## src/rtl/slice_queue_arbiter_if.sv

```systemverilog
// Handshake bundle between the slice queue arbiter, the slice generator, the tx queues
// and tx_control. The arbiter connects through the master modport; the surrounding
// logic (or a testbench) connects through the slave modport.
interface slice_queue_arbiter_if;
    logic [3:0] slice_en;
    logic [3:0] queue_req;
    logic       tx_done;
    logic       grant_valid;
    logic [1:0] grant_idx;
    logic       tx_start;
    logic       timeout_err;
    logic       slice_overrun;

    modport master (
        input  slice_en,
        input  queue_req,
        input  tx_done,
        output grant_valid,
        output grant_idx,
        output tx_start,
        output timeout_err,
        output slice_overrun
    );

    modport slave (
        output slice_en,
        output queue_req,
        output tx_done,
        input  grant_valid,
        input  grant_idx,
        input  tx_start,
        input  timeout_err,
        input  slice_overrun
    );
endinterface

```

## src/rtl/slice_queue_arbiter.sv

```systemverilog
// Grants the shared tx chain to one of four tx queues. Queues compete only while both
// requesting and inside their time slice. Selection is round-robin, one frame per grant,
// followed by an inter-frame holdoff. A watchdog releases a grant whose tx_done never
// arrives.
// Build option: define SLICE_ARB_Q0_PRIO_EN to give queue 0 strict priority; queues 1..3
// then round-robin among themselves and queue 0 grants leave the round-robin pointer alone.
module slice_queue_arbiter #(
    parameter int GAP_CYCLES     = 4,
    parameter int TIMEOUT_CYCLES = 65535,
    parameter int TO_W           = 16
) (
    input  logic                  clk,
    input  logic                  rst,
    slice_queue_arbiter_if.master arb_bus
);

    localparam logic [1:0] S_IDLE    = 2'd0;
    localparam logic [1:0] S_BUSY    = 2'd1;
    localparam logic [1:0] S_HOLDOFF = 2'd2;

    localparam int GAP_W = (GAP_CYCLES > 1) ? $clog2(GAP_CYCLES) : 1;
    localparam logic [GAP_W-1:0] GAP_LAST = (GAP_CYCLES > 0) ? GAP_W'(GAP_CYCLES - 1) : '0;
    localparam logic [TO_W-1:0]  TO_LAST  = TO_W'(TIMEOUT_CYCLES - 1);

    logic [1:0]       r_state;
    logic             r_grant_valid;
    logic [1:0]       r_grant_idx;
    logic [1:0]       r_last_idx;
    logic             r_tx_start;
    logic             r_timeout_err;
    logic             r_slice_overrun;
    logic [TO_W-1:0]  r_wd;
    logic [GAP_W-1:0] r_gap;
    logic [3:0]       r_slice_en_q;

    logic [3:0] w_eligible;
    logic [3:0] w_rr_elig;
    logic       w_q0_prio;
    logic       w_pick_valid;
    logic [1:0] w_pick_idx;
    logic       w_pick_upd;
    logic       w_owner_fall;

    assign w_eligible = arb_bus.queue_req & arb_bus.slice_en;

`ifdef SLICE_ARB_Q0_PRIO_EN
    // Queue 0 bypasses the rotation; the rotation itself never lands on queue 0.
    assign w_q0_prio = w_eligible[0];
    assign w_rr_elig = {w_eligible[3:1], 1'b0};
`else
    assign w_q0_prio = 1'b0;
    assign w_rr_elig = w_eligible;
`endif

    // Owner's slice enable seen high last cycle and low now.
    assign w_owner_fall = r_slice_en_q[r_grant_idx] & ~arb_bus.slice_en[r_grant_idx];

    // Pick the next owner: first eligible queue after the last round-robin winner.
    always_comb begin : pick
        logic [1:0] cand;
        cand         = '0;
        w_pick_valid = 1'b0;
        w_pick_idx   = '0;
        w_pick_upd   = 1'b1;
        if (w_q0_prio) begin
            w_pick_valid = 1'b1;
            w_pick_idx   = 2'd0;
            w_pick_upd   = 1'b0;
        end else begin
            for (int k = 1; k <= 4; k++) begin
                cand = r_last_idx + 2'(k);
                if (!w_pick_valid && w_rr_elig[cand]) begin
                    w_pick_valid = 1'b1;
                    w_pick_idx   = cand;
                end
            end
        end
    end

    // Track slice enables for owner falling-edge detection.
    always_ff @(posedge clk or posedge rst) begin
        if (rst) begin
            r_slice_en_q <= '0;
        end else begin
            r_slice_en_q <= arb_bus.slice_en;
        end
    end

    // Grant FSM: IDLE arbitrates, BUSY waits for tx_done or watchdog, HOLDOFF spaces frames.
    always_ff @(posedge clk or posedge rst) begin
        if (rst) begin
            r_state         <= S_IDLE;
            r_grant_valid   <= 1'b0;
            r_grant_idx     <= 2'd0;
            r_last_idx      <= 2'd3;
            r_tx_start      <= 1'b0;
            r_timeout_err   <= 1'b0;
            r_slice_overrun <= 1'b0;
            r_wd            <= '0;
            r_gap           <= '0;
        end else begin
            r_tx_start      <= 1'b0;
            r_timeout_err   <= 1'b0;
            r_slice_overrun <= 1'b0;
            case (r_state)
                S_IDLE: begin
                    if (w_pick_valid) begin
                        r_grant_idx   <= w_pick_idx;
                        if (w_pick_upd) begin
                            r_last_idx <= w_pick_idx;
                        end
                        r_grant_valid <= 1'b1;
                        r_tx_start    <= 1'b1;
                        r_wd          <= '0;
                        r_state       <= S_BUSY;
                    end
                end
                S_BUSY: begin
                    r_slice_overrun <= w_owner_fall;
                    // tx_done takes precedence over a simultaneous watchdog expiry.
                    if (arb_bus.tx_done || (r_wd == TO_LAST)) begin
                        r_grant_valid <= 1'b0;
                        r_timeout_err <= ~arb_bus.tx_done;
                        r_gap         <= '0;
                        r_state       <= (GAP_CYCLES > 0) ? S_HOLDOFF : S_IDLE;
                    end else begin
                        r_wd <= r_wd + 1'b1;
                    end
                end
                S_HOLDOFF: begin
                    if (r_gap == GAP_LAST) begin
                        r_state <= S_IDLE;
                    end else begin
                        r_gap <= r_gap + 1'b1;
                    end
                end
                default: begin
                    r_state <= S_IDLE;
                end
            endcase
        end
    end

    assign arb_bus.grant_valid   = r_grant_valid;
    assign arb_bus.grant_idx     = r_grant_idx;
    assign arb_bus.tx_start      = r_tx_start;
    assign arb_bus.timeout_err   = r_timeout_err;
    assign arb_bus.slice_overrun = r_slice_overrun;

endmodule

```

## src/flat_wrapper.sv

```systemverilog
// flat-port wrapper written by rule: the top's interface ports become plain ports
module slice_queue_arbiter_flat 
#(
    parameter int GAP_CYCLES     = 4,
    parameter int TIMEOUT_CYCLES = 65535,
    parameter int TO_W           = 16
)
  (clk, rst, arb_bus_slice_en, arb_bus_queue_req, arb_bus_tx_done, arb_bus_grant_valid, arb_bus_grant_idx, arb_bus_tx_start, arb_bus_timeout_err, arb_bus_slice_overrun);
  slice_queue_arbiter_if arb_bus_i ();
  input  logic clk;
  input  logic rst;
  input wire logic [$bits(arb_bus_i.slice_en)-1:0] arb_bus_slice_en;
  input wire logic [$bits(arb_bus_i.queue_req)-1:0] arb_bus_queue_req;
  input wire logic [$bits(arb_bus_i.tx_done)-1:0] arb_bus_tx_done;
  output wire logic [$bits(arb_bus_i.grant_valid)-1:0] arb_bus_grant_valid;
  output wire logic [$bits(arb_bus_i.grant_idx)-1:0] arb_bus_grant_idx;
  output wire logic [$bits(arb_bus_i.tx_start)-1:0] arb_bus_tx_start;
  output wire logic [$bits(arb_bus_i.timeout_err)-1:0] arb_bus_timeout_err;
  output wire logic [$bits(arb_bus_i.slice_overrun)-1:0] arb_bus_slice_overrun;
  assign arb_bus_i.slice_en = arb_bus_slice_en;
  assign arb_bus_i.queue_req = arb_bus_queue_req;
  assign arb_bus_i.tx_done = arb_bus_tx_done;
  assign arb_bus_grant_valid = arb_bus_i.grant_valid;
  assign arb_bus_grant_idx = arb_bus_i.grant_idx;
  assign arb_bus_tx_start = arb_bus_i.tx_start;
  assign arb_bus_timeout_err = arb_bus_i.timeout_err;
  assign arb_bus_slice_overrun = arb_bus_i.slice_overrun;
  slice_queue_arbiter #(.GAP_CYCLES(GAP_CYCLES), .TIMEOUT_CYCLES(TIMEOUT_CYCLES), .TO_W(TO_W)) u_core (.clk(clk), .rst(rst), .arb_bus(arb_bus_i));
endmodule
```

## config.mk

```make
export PLATFORM = sky130hd
export DESIGN_NAME = slice_queue_arbiter_flat
export DESIGN_NICKNAME = d
export VERILOG_FILES = /design/src/rtl/slice_queue_arbiter_if.sv /design/src/rtl/slice_queue_arbiter.sv /design/src/flat_wrapper.sv
export SDC_FILE = /design/constraint.sdc
export NUM_CORES = 1
export LEC_CHECK = 0
export BUFFER_PORTS_ARGS = -buffer_cell sky130_fd_sc_hd__buf_2
export CORE_ASPECT_RATIO = 1.75
export CORE_UTILIZATION = 50
export CTS_CLUSTER_DIAMETER = 80
export CTS_CLUSTER_SIZE = 8
export DETAILED_ROUTE_END_ITERATION = 10
export HOLD_SLACK_MARGIN = 0.05
export PLACE_DENSITY = 0.69
export RECOVER_POWER = 100
export SLEW_MARGIN = 20
export SYNTH_ARGS = -nofsm -noshare
export SYNTH_HDL_FRONTEND = slang
export SYNTH_SLANG_ARGS = --single-unit
```

## constraint.sdc

```tcl
create_clock -name clk -period 2.4 [get_ports clk]
set_input_delay 0.36 -clock clk [delete_from_list [all_inputs] [get_ports clk]]
set_output_delay 0.36 -clock clk [all_outputs]
set_load 0.1 [all_outputs]
```

======== Word level (Yosys, flattened, before mapping) ========
Cells that the tools add are included.
word-level totals
  register bits ........................... 32
  input port bits ......................... 11
operators by class
  bitwise operators ....................... 4
  mux-type cells .......................... 38
  add/sub/neg operators ................... 5
  equality and inequality tests ........... 9
  magnitude comparators ................... 5
  reductions and logical operators ........ 15
operators with widths
  operator                                                    number
  two-way mux 16 bit                                          2
  case mux 16 bit (2 select lines)                            1
  two-way mux 2 bit                                           9
  two-way mux 1 bit                                           17
  adder 16 x 1 -> 16 bit, second input constant               1
  == test 16 bit, second input constant                       1
  less-than comparator 2 x 3 -> 1 bit, second input constant  5
  binary-select mux 1 bit (select 2 bit)                      6
  AND reduction 3 bit                                         4
  != test 2 x 1 -> 1 bit, second input constant               3
  case mux 2 bit (3 select lines)                             1
  adder 2 x 1 -> 2 bit, second input constant                 2
  adder 2 bit, second input constant                          2
  AND 4 bit                                                   1
  == test 2 bit, second input constant                        2
  != test 2 bit, second input constant                        2
  case mux 2 bit (2 select lines)                             1
  nonzero test 2 bit                                          2
  logical AND 1 bit                                           3
  zero test 1 bit                                             3
  == test 2 x 1 -> 1 bit, second input constant               1
  zero test 2 bit                                             1
  NOT 1 bit                                                   2
  case mux 1 bit (2 select lines)                             1
  3 further kinds                                             3

======== Depth between registers and ports, before layout ========
Gate-level depths: netlist (run 1).
  depth after elaboration ................. 15
  depth in mapped cells ................... 8

======== Worst setup path after synthesis (run 1) ========
No wires, ideal clock.
  path type ............................... reg2reg
  start ................................... register u_core.r_state[0]
  end ..................................... register u_core.r_wd[13]
  stages on the path, launching flop included .. 7
  period minus slack after synthesis ...... 2.028 ns
  required time ........................... 2.322 ns
  setup slack ............................. 0.372 ns
  arrival time ............................ 1.950 ns
  setup time .............................. 0.078 ns
  cell sequence ........................... dfrtp_1 or3b_1 buf_2 or3_1 clkbuf_2 or4_1 a21oi_1
between the ends
  longest elaborated chain between the ends .. 3
  elaborated cells between the ends (all ways) .. 7
  classes of those cells .................. eq/ne (3); mux (1); reduce/logical (3)
RTL lines
  what                                                          RTL line                    text
  from (decl)                                                   slice_queue_arbiter.sv:25   logic [1:0] r_state;
  from (signal assigned)                                        slice_queue_arbiter.sv:125  r_state <= (GAP_CYCLES > 0) ? S_HOLDOFF : S_IDLE;
  == test 2 x 1 -> 1 bit or zero test 2 bit (tied branches)     slice_queue_arbiter.sv:105  case (r_state)
  != test 2 bit (no source line), or another cell as far along  -
  AND reduction 3 bit (no source line)                          -
  to (signal assigned)                                          slice_queue_arbiter.sv:127  r_wd <= r_wd + 1'b1;
  to (decl)                                                     slice_queue_arbiter.sv:32   logic [TO_W-1:0] r_wd;
Parallel ways exist; a longest one is shown, timed or not.
A chain may end at the register's enable or synchronous reset.

======== Worst setup path after layout (run 1) ========
  start ................................... register u_core.r_wd[0]
  end ..................................... register u_core.r_wd[14]
between the ends
  longest elaborated chain between the ends .. 4
  elaborated cells between the ends (all ways) .. 7
  classes of those cells .................. add/sub (1); eq/ne (2); mux (2); reduce/logical (2)
RTL lines
  what
  parallel branches: the longest is 4 deep, another holds adder 16 x 1 -> 16 bit
Parallel ways; which one is timed is not known. The select of a mux whose other input is x is not followed.

==> impl_metrics.ini, run 1 <==
[run_status]
outcome = complete, no violations

[die]
die_h_um = 79.8
die_area_um2 = 3710
floorplan_row_count = 27
die_w_um = 46.5
i_o_pins = 17
effective_utilization_at_floorplan = 0.539
core_area_um2 = 3210

[layout]
post-route-cell-area_um2 = 1950
antenna_cells_inserted = 0
final.fill_count = 280
final_layout_size_suffix_gt1_frac = 0.107
finalNetCount = 219
syn2layout_area_growth_pct = 12.7

[routing]
post-route-drc-count = 0
route.antenna.remaining_nets = 0
detail_route.wl_per_cell_um = 16.6
dr_vias_cell = 6.35
number_of_vias_in_the_routed_layout = 1580
detail_route.first_pass.iterations = 4
detailedRoute.firstIterationViolations = 55
route.final.wire_length_mm = 4.15

[setup_path]
rr_worst_depth = 7
regToRegStartpoint = u_core.r_wd[0]
worst_ep_required_time_ps = 2600
worst-setup-path-type = reg -> reg
worstReg2RegEnd = u_core.r_wd[14]
worstPathArrival_ps = 2330
setup.reg_to_reg.worst_slack_ps = 270
worst_setup_path_start_kind = flop
crit_path_end_kind = flop
worstPathMaxFanout = 15

[clock_network]
cts_hold_buf = 0
cts_tree = done
cts_resized = 0
clock-root-buffer = sky130_fd_sc_hd__clkbuf_8
clock_insertion_delay_worst_skew_ps = 280
post-cts-setup-buffers = 0
ctsLongestPathBuffers = 2
clock_sink_count = 32
htreeDepth = 2
cts-buffers-inserted = 5
path_clk_slew_ps = 70

[yosys]
synth_most_common_cell = sky130_fd_sc_hd__dfrtp_1
ys.warnings.count = 0
ys_top_cells_by_area = sky130_fd_sc_hd__dfrtp_1 (43%), sky130_fd_sc_hd__nand2_1 (3.7%), sky130_fd_sc_hd__o31ai_1 (3.5%), sky130_fd_sc_hd__dfstp_2 (3.0%), sky130_fd_sc_hd__a21oi_1 (2.9%)
syn_nets = 196
postSynthAreaPerCell_um2 = 9.50
synthArstFlopShare = 1.00
synth_area_leader = sky130_fd_sc_hd__dfrtp_1
synth_largest_type_area_fraction = 0.434
synthesis.area_um2 = 1730
share_of_synthesized_area_occupied_by_flip_flops_and_latches = 0.465
yosys.cell_types.count = 47
postSynthCellCount = 182
synth_ff_type = sky130_fd_sc_hd__dfrtp_1
ys_seq_elements = 32
number_of_synthesized_flops_with_an_enable_pin = 0
yosys-top-cells-count = sky130_fd_sc_hd__dfrtp_1 (30), sky130_fd_sc_hd__nand2_1 (17), sky130_fd_sc_hd__nor2_1 (11), sky130_fd_sc_hd__a21oi_1 (10), sky130_fd_sc_hd__nand3_1 (10)

[sta]
layout_worst_path_cycle_share = 0.889
final-max-slew-violation-count = 0
fin_setup_tns_ps = 0
timing.final.setup_violations = 0
final_critical_path_setup_slack_ps = 267
grt_setup_unrepaired = no
tightestPinTransition_ps = 1170
post-route-min-period_ps = 2130
finalHoldViolCount = 0
finalClockSkew_ps = 6.23
max_slew_margin = 0.226
max_freq_ghz = 0.469

[global_route]
grt_max_degree = 21
initial_antenna_violation_count = 0
globalRouteTotalUtil = 0.266
globalRouteOverflowTotal = 0
first_global_vias = 1655
grt_first_pass_wirelength_mm = 7.15

[place]
io_buffer_count = 16
hpwl_mm = 3.15
dp_slack_ps = 339
placement.cell_area_um2 = 1890
routabilityCongestion = 0.927

[pwr]
vdd_ir_drop_max_mv = 0.844
power_density_nw_per_um2 = 1010
leakage_power_nw = 0.783

[run]
max_cap_check_violation_count = 0

[min_path]
worst_hold_path_type = in -> async
[layer usage]
metal	share of wire	track usage	wire (um)	up-vias
met2	0.57	0.483	2370	60
li1	-	-	-	747
met5	0	0	0	-
met4	0.029	0.144	119	0
met3	0.040	0.0407	165	13
met1	0.36	0.265	1490	760
[worst max-delay path by stage]
stage	from	endpoint	slack, ps	cells past startpoint
after floorplan	u_core.r_state[0]	u_core.r_wd[13]	370	6
after detailed placement	u_core.r_wd[0]	u_core.r_wd[12]	340	7
final	u_core.r_wd[0]	u_core.r_wd[14]	270	7
after global placement	arb_bus_slice_en[3]	u_core.r_wd[1]	400	5
after global routing	u_core.r_wd[0]	u_core.r_wd[12]	110	7
after CTS	u_core.r_wd[0]	u_core.r_wd[12]	320	7
[area by class of cell]
cell class,count,area (um2),area share
sequential,32,803,0.412
clock inverter,3,23.8,0.0122
tap,43,53.8,0.0276
timing repair buffer,23,101,0.0520
inverter,8,30.0,0.0154
multi-input combinational,135,867,0.445
clock buffer,5,68.8,0.0353
[logic make-up (layout without fill, tap and decap cells)]
group,count (synthesis),in the layout,synth area share
flops,32,32,0.465
simple gates,82,82,0.270
compound gates,47,47,0.192
buf+inv,15,39,0.0340
fa+ha+maj,3,3,0.0217
mux,3,3,0.0181
[flip-flops by register name, summed over array words and instances, names as in the netlist]
register	flops
u_core.r_state	2
u_core.r_last_idx	2
u_core.arb_bus.grant_idx	2
u_core.arb_bus.grant_valid	1
u_core.r_wd	16
u_core.r_gap	2
u_core.r_slice_en_q	4
u_core.arb_bus.tx_start	1
u_core.arb_bus.timeout_err	1
u_core.arb_bus.slice_overrun	1
[layout by cell type (no fill, tap or decap), types with 2 or more instances in the layout]
cell / n
sky130_fd_sc_hd__a211oi_1: 2
sky130_fd_sc_hd__a21oi_1: 10
sky130_fd_sc_hd__a22o_1: 3
sky130_fd_sc_hd__a22oi_1: 2
sky130_fd_sc_hd__and3_1: 3
sky130_fd_sc_hd__and4_1: 4
sky130_fd_sc_hd__buf_2: 6
sky130_fd_sc_hd__buf_4: 2
sky130_fd_sc_hd__clkbuf_1: 15
sky130_fd_sc_hd__clkbuf_8: 5
sky130_fd_sc_hd__clkinvlp_4: 2
sky130_fd_sc_hd__dfrtp_1: 30
sky130_fd_sc_hd__dfstp_2: 2
sky130_fd_sc_hd__ha_1: 3
sky130_fd_sc_hd__inv_1: 8
sky130_fd_sc_hd__mux2i_1: 2
sky130_fd_sc_hd__nand2_1: 17
sky130_fd_sc_hd__nand2b_1: 4
sky130_fd_sc_hd__nand3_1: 10
sky130_fd_sc_hd__nand3b_1: 2
sky130_fd_sc_hd__nand4_1: 8
sky130_fd_sc_hd__nor2_1: 11
sky130_fd_sc_hd__nor2b_1: 4
sky130_fd_sc_hd__nor3_1: 2
sky130_fd_sc_hd__nor4_1: 2
sky130_fd_sc_hd__o21ai_0: 7
sky130_fd_sc_hd__o311ai_0: 4
sky130_fd_sc_hd__o31ai_1: 8
sky130_fd_sc_hd__o41ai_1: 2
sky130_fd_sc_hd__or4_1: 6
[stage by stage]
step / power (mW) / utilization / hold WS [ps] / cells
after floorplan: 1.37 / - / 391 / 182
after global routing: 2.10 / 0.607 / 259 / 249
after detailed placement: 1.59 / 0.588 / 512 / 241
final: 1.97 / 0.607 / 208 / 249
after global placement: 1.56 / 0.588 / 513 / 241
after CTS: 2.01 / 0.617 / 227 / 249
[worst max-delay path, stage by stage (launching register included)]
cell	delay (ps)
sky130_fd_sc_hd__dfrtp_1	390
sky130_fd_sc_hd__inv_1	80
sky130_fd_sc_hd__ha_1	190
sky130_fd_sc_hd__and3_1	180
sky130_fd_sc_hd__and4_1	330
sky130_fd_sc_hd__clkbuf_1	240
sky130_fd_sc_hd__or4_1	500
sky130_fd_sc_hd__a21oi_1	150
[where the power goes]
| group | total (mW) | switching, mW | internal (mW) |
|---|---|---|---|
| Clock | 0.412 | 0.207 | 0.205 |
| Sequential | 0.790 | 0.130 | 0.661 |
| Combinational | 0.765 | 0.559 | 0.206 |
No activity file was read; power rests on OpenSTA's default activity.
==> run 2: changes to the inputs <==
--- a/config.mk
+++ b/config.mk
@@ -7,12 +7,12 @@
 export LEC_CHECK = 0
 export BUFFER_PORTS_ARGS = -buffer_cell sky130_fd_sc_hd__buf_2
 export CORE_ASPECT_RATIO = 1.75
-export CORE_UTILIZATION = 50
+export CORE_UTILIZATION = 55
 export CTS_CLUSTER_DIAMETER = 80
 export CTS_CLUSTER_SIZE = 8
 export DETAILED_ROUTE_END_ITERATION = 10
 export HOLD_SLACK_MARGIN = 0.05
-export PLACE_DENSITY = 0.69
+export PLACE_DENSITY = 0.75
 export RECOVER_POWER = 100
 export SLEW_MARGIN = 20
 export SYNTH_ARGS = -nofsm -noshare
==> impl_metrics.ini, run 2 (synthesis results as in run 1) <==
[place]
routabilityCongestion = 0.895
hpwl_mm = 3.11
dp_slack_ps = 239
placedCellCount = 238
placement.cell_area_um2 = 1870
io_buffer_count = 16

[sta]
max_freq_ghz = 0.463
post-route-min-period_ps = 2160
final-max-slew-violation-count = 33
tightestPinTransition_ps = 1690
finalClockSkew_ps = 4.50
final_critical_path_setup_slack_ps = 240
fin_setup_tns_ps = 0
hold-worst-slack_ps = 241
timing.final.setup_violations = 0
finalHoldViolCount = 0
layout_worst_path_cycle_share = 0.900
grt_setup_unrepaired = no
max_slew_margin = -0.125

[routing]
route.antenna.remaining_nets = 0
route.final.wire_length_mm = 4.24
number_of_vias_in_the_routed_layout = 1583
detail_route.first_pass.iterations = 4
dr_vias_cell = 6.43
post-route-drc-count = 0
detailedRoute.firstIterationViolations = 46
detail_route.wl_per_cell_um = 17.2

[clock_network]
htreeDepth = 2
cts-buffers-inserted = 5
ctsLongestPathBuffers = 2
cts_tree = done
clock-root-buffer = sky130_fd_sc_hd__clkbuf_8
clock_sink_count = 32
cts_resized = 0
path_clk_slew_ps = 60
post-cts-setup-buffers = 0
cts_hold_buf = 0
clock_insertion_delay_worst_skew_ps = 290

[setup_path]
worst_setup_path_start_kind = flop
worstPathArrival_ps = 2330
crit_path_end_kind = flop
rr_worst_depth = 6
worstPathMaxFanout = 21
worst-setup-path-type = reg -> reg
setup.reg_to_reg.worst_slack_ps = 240
worstReg2RegEnd = u_core.r_wd[1]
worst_ep_required_time_ps = 2570
regToRegStartpoint = u_core.r_wd[0]

[global_route]
grt_first_pass_wirelength_mm = 7.45
globalRouteTotalUtil = 0.293
initial_antenna_violation_count = 0
first_global_vias = 1669
globalRouteOverflowTotal = 0
grt_max_degree = 33

[run_status]
outcome = complete, but fails checks
violations = max-capacitance violations, max-slew violations

[pwr]
power_density_nw_per_um2 = 1080
p_total_mw = 2.13
vdd_ir_drop_max_mv = 0.847
leakage_power_nw = 0.808

[min_path]
worst_hold_path_type = in -> reg
hp-start = arb_bus_slice_en[2]
worstHoldPathCells = 1
worstHoldEndpoint = u_core.r_slice_en_q[2]

[layout]
largest_reg_flops = 16
layout.cells.most_common = sky130_fd_sc_hd__dfrtp_1
biggestRegsByFlops = u_core.r_wd x16, u_core.r_slice_en_q x4
antenna_cells_inserted = 0
syn2layout_area_growth_pct = 14.3
final_layout_size_suffix_gt1_frac = 0.113
finalNetCount = 217
final.fill_count = 246
finish.cell_count_without_fillers = 246
multi_input_comb_area_um2 = 867
seqCellArea_um2 = 803
postLayoutCoreUtil = 0.668
most-common-layout-cells = sky130_fd_sc_hd__dfrtp_1 (30), sky130_fd_sc_hd__nand2_1 (17), sky130_fd_sc_hd__clkbuf_1 (12)
post-route-cell-area_um2 = 1980
registers.top_by_ff_count = u_core.r_wd

[die]
die_h_um = 76.2
die_w_um = 44.4
die_area_um2 = 3380
floorplan_row_count = 26
core_area_um2 = 2960
effective_utilization_at_floorplan = 0.584
i_o_pins = 17

[run]
max_cap_check_violation_count = 1
[run 2: cell types whose count changed in the layout (fill, tap and decap cells not counted)]
cell	delta
sky130_fd_sc_hd__clkbuf_1	-3
sky130_fd_sc_hd__clkbuf_8	+2
sky130_fd_sc_hd__clkinvlp_4	-2
sky130_fd_sc_hd__buf_4	+1
sky130_fd_sc_hd__bufinv_16	+1
sky130_fd_sc_hd__clkinv_4	-1
[run 2: critical path, stage by stage (launching register included)]
cell and delay (ps):
sky130_fd_sc_hd__dfrtp_1 410, sky130_fd_sc_hd__inv_1 100, sky130_fd_sc_hd__ha_1 150, sky130_fd_sc_hd__and3_1 180, sky130_fd_sc_hd__and4_1 620, sky130_fd_sc_hd__o21ai_0 260, sky130_fd_sc_hd__mux2_2 320
[run 2: power by group]
group          internal [mW]  switching (mW)
clock network          0.366           0.194
logic                  0.210           0.566
registers              0.661           0.131
total                   1.24           0.891
[run 2: worst max-delay path by stage]
stage | start | to | slack (ps) | cells after the start
after floorplan | u_core.r_state[0] | u_core.r_wd[13] | 370 | 6
after global placement | u_core.r_wd[0] | u_core.r_wd[1] | 380 | 6
after detailed placement | u_core.r_wd[0] | u_core.r_wd[1] | 240 | 6
after CTS | u_core.r_wd[0] | u_core.r_wd[1] | 240 | 6
after global routing | u_core.r_wd[0] | u_core.r_wd[1] | 0.2 | 6
final | u_core.r_wd[0] | u_core.r_wd[1] | 240 | 6
[run 2: layout make-up]
type,count,area share
multi-input cells,135,0.439
flip-flops and latches,32,0.406
repair buffers,21,0.0494
clock buffers,7,0.0487
well taps,42,0.0266
clock inverters,1,0.0152
inverters,8,0.0152
[run 2: layer usage]
layer,track usage,up-vias,part of all wire
met4,0.148,0,0.030
met2,0.503,45,0.57
met1,0.325,784,0.36
met3,0.0592,12,0.038
met5,0,-,0
li1,-,742,-
==> run 3: changes to the inputs <==
--- a/config.mk
+++ b/config.mk
@@ -12,7 +12,7 @@
 export CTS_CLUSTER_SIZE = 8
 export DETAILED_ROUTE_END_ITERATION = 10
 export HOLD_SLACK_MARGIN = 0.05
-export PLACE_DENSITY = 0.75
+export PLACE_DENSITY = 0.78
 export RECOVER_POWER = 100
 export SLEW_MARGIN = 20
 export SYNTH_ARGS = -nofsm -noshare
==> impl_metrics.ini, run 3 (synthesis results as in run 1) <==
[run_status]
outcome = complete, no violations

[place]
hpwl_mm = 3.09
placement.cell_area_um2 = 1870
routabilityCongestion = 0.957
io_buffer_count = 16

[die]
floorplan_row_count = 26
die_area_um2 = 3380
die_w_um = 44.4
die_h_um = 76.2
core_area_um2 = 2960
effective_utilization_at_floorplan = 0.584
i_o_pins = 17

[layout]
post-route-cell-area_um2 = 1950
postLayoutCoreUtil = 0.660
antenna_cells_inserted = 0
most-common-layout-cells = sky130_fd_sc_hd__dfrtp_1 (30), sky130_fd_sc_hd__nand2_1 (17), sky130_fd_sc_hd__clkbuf_1 (12)
finalNetCount = 218
biggestRegsByFlops = u_core.r_wd x16, u_core.r_slice_en_q x4
largest_reg_flops = 16
syn2layout_area_growth_pct = 13.0
final_layout_size_suffix_gt1_frac = 0.112
layout.cells.most_common = sky130_fd_sc_hd__dfrtp_1
registers.top_by_ff_count = u_core.r_wd

[pwr]
power_density_nw_per_um2 = 1020
leakage_power_nw = 0.799
vdd_ir_drop_max_mv = 0.863
clock_power_share = 0.215
pwr-share-seq = 0.398
power.share.switching = 0.450
comb_power_share = 0.388
cellInternalPower_mw = 1.10
net-switching-power_mw = 0.897

[min_path]
worst_hold_path_type = in -> reg
worstHoldPathCells = 1

[setup_path]
worst-setup-path-type = reg -> reg
timing.critical_path.slowest_stage_cell = sky130_fd_sc_hd__and4_1
critical_path_buf_inv_count = 1
cp_delay_by_family_top = simple AND/OR/NAND/NOR gates
timing.critical_path.slowest_cell_delay_ps = 620
crit_path_end_kind = flop
worst_ep_required_time_ps = 2570
rr_worst_depth = 6
worst_setup_path_start_kind = flop
worstPathMaxFanout = 21
worstPathArrival_ps = 2370
crit_cells = 6
timing.critical_path.cells = inv_1 -> ha_1 -> and3_1 -> and4_1 -> o21ai_0 -> mux2_2

[global_route]
globalRouteOverflowTotal = 0
grt_first_pass_wirelength_mm = 7.02
globalRouteTotalUtil = 0.280
grt_max_degree = 22
initial_antenna_violation_count = 0
first_global_vias = 1558

[clock_network]
clock-root-buffer = sky130_fd_sc_hd__clkbuf_8
clock_sink_count = 32
path_clk_slew_ps = 70
post-cts-setup-buffers = 0
ctsLongestPathBuffers = 2
htreeDepth = 2
cts_resized = 0
clock_insertion_delay_worst_skew_ps = 280
cts-buffers-inserted = 5
cts_hold_buf = 1
cts_tree = done

[routing]
post-route-drc-count = 0
route.antenna.remaining_nets = 0
detail_route.first_pass.iterations = 4
detail_route.wl_per_cell_um = 17.3
route.final.wire_length_mm = 4.26
dr_vias_cell = 6.53
detailedRoute.firstIterationViolations = 96
number_of_vias_in_the_routed_layout = 1613

[run]
max_cap_check_violation_count = 0

[sta]
max_slew_margin = 0.225
fin_setup_tns_ps = 0
max_freq_ghz = 0.455
final-max-slew-violation-count = 0
layout_worst_path_cycle_share = 0.916
grt_setup_unrepaired = no
tightestPinTransition_ps = 1170
timing.final.setup_violations = 0
finalClockSkew_ps = 3.67
finalHoldViolCount = 0
post-route-min-period_ps = 2200
## run 3: power groups by stage
stage | Sequential, mW | Combinational (mW) | Clock [mW]
after floorplan | 1.02 | 0.350 | 0
after global routing | 0.810 | 0.830 | 0.465
final | 0.793 | 0.773 | 0.428
after detailed placement | 0.795 | 0.775 | 0
after CTS | 0.787 | 0.782 | 0.436
after global placement | 0.786 | 0.756 | 0
## run 3: final timing paths
| path | slack (ps) | startpoint | endpoint |
|---|---|---|---|
| max | 200 | u_core.r_wd[0] | u_core.r_wd[1] |
| min in group asynchronous | 590 | rst | u_core.arb_bus.slice_overrun |
| max reg2reg | 200 | u_core.r_wd[0] | u_core.r_wd[1] |
| min | 260 | arb_bus_slice_en[0] | u_core.r_slice_en_q[0] |
| max in group asynchronous | 870 | rst | u_core.r_wd[10] |
| min reg2reg | 540 | u_core.r_wd[4] | u_core.r_wd[4] |
## run 3: cell type report
| cell class | instances | area [um2] |
|---|---|---|
| Multi-Input combinational cell | 135 | 867 |
| Clock inverter | 2 | 10.0 |
| Clock buffer | 6 | 82.6 |
| Sequential cell | 32 | 803 |
| Inverter | 8 | 30.0 |
| Tap cell | 42 | 52.6 |
| Fill cell | 241 | 1010 |
| Timing Repair Buffer | 22 | 108 |
## run 3: worst register-to-register path, cell delays in order (launching register included)
cell                      delay (ps)
sky130_fd_sc_hd__dfrtp_1         420
sky130_fd_sc_hd__inv_1           110
sky130_fd_sc_hd__ha_1            140
sky130_fd_sc_hd__and3_1          180
sky130_fd_sc_hd__and4_1          620
sky130_fd_sc_hd__o21ai_0         290
sky130_fd_sc_hd__mux2_2          330
## run 3: routing by layer
metal / wire [um] / up-vias / track usage
li1: - / 749 / -
met1: 1580 / 791 / 0.287
met2: 2370 / 56 / 0.499
met3: 159 / 17 / 0.0474
met4: 146 / 0 / 0.161
met5: 0 / - / 0
## run 3: metrics by stage
| stage | hold WS, ps | power, mW | std cells | setup slack [ps] |
|---|---|---|---|---|
| 2_1_floorplan | 391 | 1.37 | 182 | 372 |
| 3_3_place_gp | 316 | 1.54 | 238 | 394 |
| 3_5_place_dp | 340 | 1.57 | 238 | 275 |
| 4_1_cts | 234 | 2.01 | 247 | 245 |
| 5_1_grt | 259 | 2.10 | 247 | 138 |
| 6_report | 261 | 1.99 | 247 | 201 |
